`src/rtl/ap_ctrl_perf_monitor.sv`:
```
// Multi-channel ap_ctrl_hs/ap_ctrl_chain handshake monitor: per-channel transaction,
// latency, interval and back-pressure statistics with a registered select readout.
module ap_ctrl_perf_monitor #(
    parameter int unsigned N_CH  = 2,
    parameter int unsigned CNT_W = 32,
    parameter int unsigned CH_W  = 4
) (
    input  logic             clock,
    input  logic             reset,
    input  logic [N_CH-1:0]  ap_start,
    input  logic [N_CH-1:0]  ap_ready,
    input  logic [N_CH-1:0]  ap_done,
    input  logic [N_CH-1:0]  ap_continue,
    input  logic             finish,
    input  logic [CH_W-1:0]  rd_ch,
    input  logic [2:0]       rd_sel,
    output logic [CNT_W-1:0] rd_data,
    output logic             frozen,
    output logic [N_CH-1:0]  busy
);

    localparam int unsigned IDX_W = (N_CH > 1) ? $clog2(N_CH) : 1;
    localparam logic [CNT_W-1:0] CNT_MAX = {CNT_W{1'b1}};
    localparam logic [CNT_W-1:0] CNT_ONE = CNT_W'(1);

    typedef enum logic [1:0] {
        IDLE = 2'd0,
        BUSY = 2'd1,
        HOLD = 2'd2
    } state_t;

    function automatic logic [CNT_W-1:0] sat_inc(input logic [CNT_W-1:0] v);
        return (v == CNT_MAX) ? v : v + CNT_ONE;
    endfunction

    logic [N_CH-1:0][CNT_W-1:0] ch_val;
    logic [CNT_W-1:0]           sel_val;

    // Sticky freeze; only reset releases it.
    always_ff @(posedge clock) begin
        if (reset) begin
            frozen <= 1'b0;
        end else if (finish) begin
            frozen <= 1'b1;
        end
    end

    for (genvar c = 0; c < N_CH; c++) begin : g_ch
        state_t           state;
        state_t           state_nxt;
        logic [CNT_W-1:0] start_cnt;
        logic [CNT_W-1:0] done_cnt;
        logic [CNT_W-1:0] stall_cnt;
        logic [CNT_W-1:0] last_lat;
        logic [CNT_W-1:0] max_lat;
        logic [CNT_W-1:0] min_lat;
        logic [CNT_W-1:0] last_int;
        logic [CNT_W-1:0] lat_cnt;
        logic [CNT_W-1:0] lat_nxt;
        logic [CNT_W-1:0] int_cnt;
        logic [CNT_W-1:0] rec_lat;
        logic [CNT_W-1:0] val;
        logic             rec;
        logic             lat_vld;
        logic             armed;
        logic             busy_q;
        logic             accept;

        assign accept = ap_start[c] & ap_ready[c];

        // Transaction FSM: latency is inclusive from the start cycle to the done cycle.
        always_comb begin
            state_nxt = state;
            lat_nxt   = lat_cnt;
            rec       = 1'b0;
            rec_lat   = lat_cnt;
            unique case (state)
                IDLE: begin
                    if (ap_start[c]) begin
                        lat_nxt   = CNT_ONE;
                        state_nxt = BUSY;
                        if (ap_done[c]) begin
                            rec       = 1'b1;
                            rec_lat   = CNT_ONE;
                            state_nxt = ap_continue[c] ? IDLE : HOLD;
                        end
                    end
                end
                BUSY: begin
                    lat_nxt = sat_inc(lat_cnt);
                    if (ap_done[c]) begin
                        rec       = 1'b1;
                        rec_lat   = sat_inc(lat_cnt);
                        state_nxt = ap_continue[c] ? IDLE : HOLD;
                    end
                end
                HOLD: begin
                    if (ap_continue[c]) begin
                        state_nxt = IDLE;
                    end
                end
                default: state_nxt = IDLE;
            endcase
        end

        always_ff @(posedge clock) begin
            if (reset) begin
                state  <= IDLE;
                busy_q <= 1'b0;
            end else if (!frozen) begin
                state  <= state_nxt;
                busy_q <= (state_nxt != IDLE);
            end
        end

        // Statistics; acceptance and completion counters run independently of the FSM.
        always_ff @(posedge clock) begin
            if (reset) begin
                start_cnt <= '0;
                done_cnt  <= '0;
                stall_cnt <= '0;
                last_lat  <= '0;
                max_lat   <= '0;
                min_lat   <= CNT_MAX;
                last_int  <= '0;
                lat_cnt   <= '0;
                int_cnt   <= '0;
                lat_vld   <= 1'b0;
                armed     <= 1'b0;
            end else if (!frozen) begin
                lat_cnt <= lat_nxt;
                if (accept) begin
                    start_cnt <= sat_inc(start_cnt);
                    if (armed) begin
                        last_int <= int_cnt;
                    end
                    int_cnt <= CNT_ONE;
                    armed   <= 1'b1;
                end else if (armed) begin
                    int_cnt <= sat_inc(int_cnt);
                end
                if (ap_done[c] & ap_continue[c]) begin
                    done_cnt <= sat_inc(done_cnt);
                end
                if (state == HOLD) begin
                    stall_cnt <= sat_inc(stall_cnt);
                end
                if (rec) begin
                    last_lat <= rec_lat;
                    lat_vld  <= 1'b1;
                    if (rec_lat > max_lat) begin
                        max_lat <= rec_lat;
                    end
                    if (rec_lat < min_lat) begin
                        min_lat <= rec_lat;
                    end
                end
            end
        end

        always_comb begin
            val = '0;
            case (rd_sel)
                3'd0:    val = start_cnt;
                3'd1:    val = done_cnt;
                3'd2:    val = last_lat;
                3'd3:    val = max_lat;
                3'd4:    val = lat_vld ? min_lat : '0;
                3'd5:    val = stall_cnt;
                3'd6:    val = last_int;
                default: val = CNT_W'({state, frozen});
            endcase
        end

        assign ch_val[c] = val;
        assign busy[c]   = busy_q;
    end

    // Out-of-range channel selects fall through to zero.
    always_comb begin
        sel_val = '0;
        for (int unsigned i = 0; i < N_CH; i++) begin
            if (32'(rd_ch) == i) begin
                sel_val = ch_val[IDX_W'(i)];
            end
        end
    end

    always_ff @(posedge clock) begin
        if (reset) begin
            rd_data <= '0;
        end else begin
            rd_data <= sel_val;
        end
    end

endmodule

```
`config.mk`:
```
export PLATFORM = sky130hd
export DESIGN_NAME = ap_ctrl_perf_monitor
export DESIGN_NICKNAME = d
export VERILOG_FILES = /design/src/rtl/ap_ctrl_perf_monitor.sv
export SDC_FILE = /design/constraint.sdc
export NUM_CORES = 2
export LEC_CHECK = 0
export ABC_AREA = 1
export CORE_ASPECT_RATIO = 1.1
export CORE_MARGIN = 2
export CORE_UTILIZATION = 54
export DETAILED_ROUTE_END_ITERATION = 10
export PLACE_DENSITY = 0.73
export SYNTH_ARGS = -nofsm -noshare
export SYNTH_HDL_FRONTEND = slang
export SYNTH_SLANG_ARGS = --single-unit
```
`constraint.sdc`:
```
create_clock -name clock -period 3.56 [get_ports clock]
set_input_delay 0.712 -clock clock [delete_from_list [all_inputs] [get_ports clock]]
set_output_delay 0.712 -clock clock [all_outputs]
set_load 0.03 [all_outputs]
```
==> run summary <==
WL met3 -> 14.4 mm
vias per inst -> 6.16
chip width -> 246 µm
synthesized net count -> 5,211
WL per Instance -> 21.9 µm
fin crit period -> 3.95 ns
Ys Warns -> 0
Sw Ratio -> 29.2%
pin count of the biggest net entering global routing -> 101
Post-Synth Adder-Cell Area -> 4.88%
mean post-synth cell area -> 6.89 µm²
ys async rst share -> 0%
Arr. time, crit path -> 4.44 ns
1st-pass router iterations -> 10
Seq/Total Area, Yosys -> 35.6%
diodes inserted -> 0
P_sw -> 5220 µW
Synth Register Bits -> 619
internal power -> 12,600 µW
initial antenna violation count -> 1
post-synthesis simple-gate area fraction -> 25.5%
maximum clock rate -> 253 MHz
uppermost routed layer -> met4
port bufs -> 52
Reg power frac -> 41.4%
# DRC -> 0
type of the worst setup path -> reg -> reg
max-cap violations -> 0
H-tree depth -> 3
gpl congestion -> 1.05
die area -> 0.0666 mm²
DRT Wirelength -> 141 mm
post-synthesis mux area share -> 0.0287%
failing checks -> setup timing
largest area contributor in the netlist -> dfxtp_1
Starting DRT DRC Count -> 4,865
Hold WC Path Type -> reg -> reg
met2 WL post-DR -> 62.0 mm
Worst EP required -> 4.04 ns
Die Y -> 270 µm
RSZ-0062 raised after global routing -> true
routed via count -> 39,754
share of the synthesized area in the top cell type -> 35.6%
number of global-route vias before repair -> 35,244
Final WS setup -> -0.392 ns
Leak -> 0.0182 µW
Top Ports -> 53
Setup violations, final -> 130
Core Util, Final -> 72.0%
Clock power frac -> 41.5%
hpwl dp -> 94.0 mm
most common cell in the synthesized netlist -> nand2_1
Final period util -> 111%
status -> finished with violations
hold_buf cts -> 0
crit path max fanout -> 7
endpoint class of the critical path -> flip-flop
GRT Residual Overflow -> 0
overall global routing resource usage -> 37.9%
Setup WS pre-CTS -> -0.639 ns
WHS -> 0.455 ns
num rows -> 97
total power draw -> 17,900 µW
Area contributors post-synth -> dfxtp_1 36%, nand2_1 9.6%, a21oi_1 8.5%
Slew @ Worst Pin -> 0.935 ns
Core Footprint -> 0.0637 mm²
clk_skew -> 0.0242 ns
Mapped Cells -> 5,057
layout net count -> 5,721
Max-slew headroom -> 37.6%
Inserted Clock Buffers -> 70
Synth top cells by count -> 887 x nand2_1, 646 x inv_1, 619 x dfxtp_1
Max Slew Vio Count -> 0
Mapped Area -> 0.0349 mm²
Hold Vio Cnt, Final -> 0
met1 WL -> 52.3 mm
CTS clk-pin slew, worst paths -> 0.06 ns
first-pass GRT wire length -> 198 mm
antenna viol nets, final -> 0
largest family of logic cells by synthesized area -> simple AND/OR/NAND/NOR gates
Pwr Density -> 389 mW/mm²
number of clock sinks -> 619
Root Buffer -> clkbuf_16
CTS tree -> yes
combinational share of power -> 17.1%
Compound-Gate Fraction of Synth Area -> 21.4%
Post-synth EDFFs -> 0
XOR/XNOR share of the synthesized area -> 2.64%
maximum buffer depth of the clock tree -> 3
synth unique cells -> 62
Most used DFF post-synth -> dfxtp_1
VDD IR-drop max -> 0.447 mV
Layout fillers -> 4,905
Clk Latency, worst-skew pair -> 0.63 ns
Area Growth Syn to Fin -> 31.6%
CP Launch Type -> flip-flop
Initial Utilization -> 54.7%
layout cells sized above 1 -> 22.8%
## final timing paths
kind	cells past startpoint	to	startpoint	slack, ns
setup / recovery	22	g_ch[1].max_lat[19]	g_ch[1].lat_cnt[11]	-0.39
setup reg to reg	22	g_ch[1].max_lat[19]	g_ch[1].lat_cnt[11]	-0.39
hold / removal	1	g_ch[0].done_cnt[31]	g_ch[0].done_cnt[31]	0.46
hold reg to reg	1	g_ch[0].done_cnt[31]	g_ch[0].done_cnt[31]	0.46
## placed cells by master, fill, tap and decap left out, types with 38 or more instances in the layout
master and instances:
nor4_1 61, a21oi_2 49, nand4_1 84, nand2_1 808, clkdlybuf4s50_1 51, o22ai_1 65, nand2_2 51, ha_1 121
buf_4 528, o21ai_2 58, nor3_1 188, xor2_1 90, buf_12 38, nand2_4 71, a21oi_1 539, nor2_1 355
clkbuf_16 87, o221ai_1 40, inv_1 635, nand3_1 116, o21ai_0 356, dfxtp_1 594, nand3_2 103
## worst max-delay path, stage by stage (launching register included)
cell and delay [ns]:
dfxtp_2 0.36, nand2_1 0.10, buf_4 0.15, nor2_1 0.22, nand2_1 0.18, nor2_4 0.15, nand2_1 0.13, xor2_1 0.21
nand2_1 0.12, o21ai_2 0.16, o21ai_2 0.09, ha_1 0.32, nand2_2 0.07, nor2_4 0.12, nand4_1 0.23, nor4b_2 0.34
nand2_1 0.11, nand2_2 0.13, nand2_8 0.10, buf_6 0.17, clkbuf_16 0.17, o21ai_2 0.13, a21oi_1 0.06
## metal layers
metal | track usage (%) | vias to the layer above
li1 | - | 18143
met3 | 6.04 | 721
met2 | 59.3 | 2553
met5 | 0 | -
met4 | 27.3 | 0
met1 | 47.3 | 18337
## per-stage QoR
step                instance area, µm²  TNS, ns  cells
floorplan                        34900   -0.714   5057
global placement                 39300   -53.03   6179
detailed placement               39300   -58.14   6179
CTS                              43000    -8.89   6382
global route                     45900   -56.07   6457
finish                           45900   -34.70   6457
## area by class of cell
| cell class | instances | area [µm²] | area share (%) |
|---|---|---|---|
| flip-flops and latches | 619 | 12400 | 27.1 |
| clock inverters | 24 | 258 | 0.562 |
| well taps | 841 | 1050 | 2.29 |
| clock buffers | 97 | 2020 | 4.41 |
| inverters | 658 | 2510 | 5.47 |
| multi-input cells | 3550 | 21500 | 46.8 |
| repair buffers | 668 | 6120 | 13.4 |
## state kept, by name, indices dropped and copies added (netlist names)
signal          cells
g_ch.busy_q         2
g_ch.last_int      64
g_ch.min_lat       64
g_ch.start_cnt     64
g_ch.done_cnt      64
g_ch.int_cnt       64
g_ch.max_lat       64
g_ch.state          4
g_ch.armed          2
frozen              1
g_ch.stall_cnt     64
g_ch.last_lat      64
g_ch.lat_cnt       64
g_ch.lat_vld        2
rd_data            32
## power by group through the flow
stage / registers (µW) / clock network [µW] / logic [µW]
6_report: 7390 / 7410 / 3050
3_3_place_gp: 7490 / 0 / 2060
3_5_place_dp: 7490 / 0 / 2110
5_1_grt: 7410 / 7700 / 3210
4_1_cts: 7350 / 7370 / 2370
2_1_floorplan: 7440 / 0 / 1310
## logic make-up after synthesis
group / Yosys count
flops: 619
mux: 1
buf+inv: 892
fa+ha+maj: 136
simple gates: 1970
compound gates: 1334
xor+xnor: 105
## what timing repair did
action,4_1_cts,5_1_grt
gates resized for setup,190,492
gates cloned,10,19
endpoints found under the setup margin,128,141
setup buffers,74,61
pin swaps,32,139
Note: power is estimated with default switching activity, not from simulation.
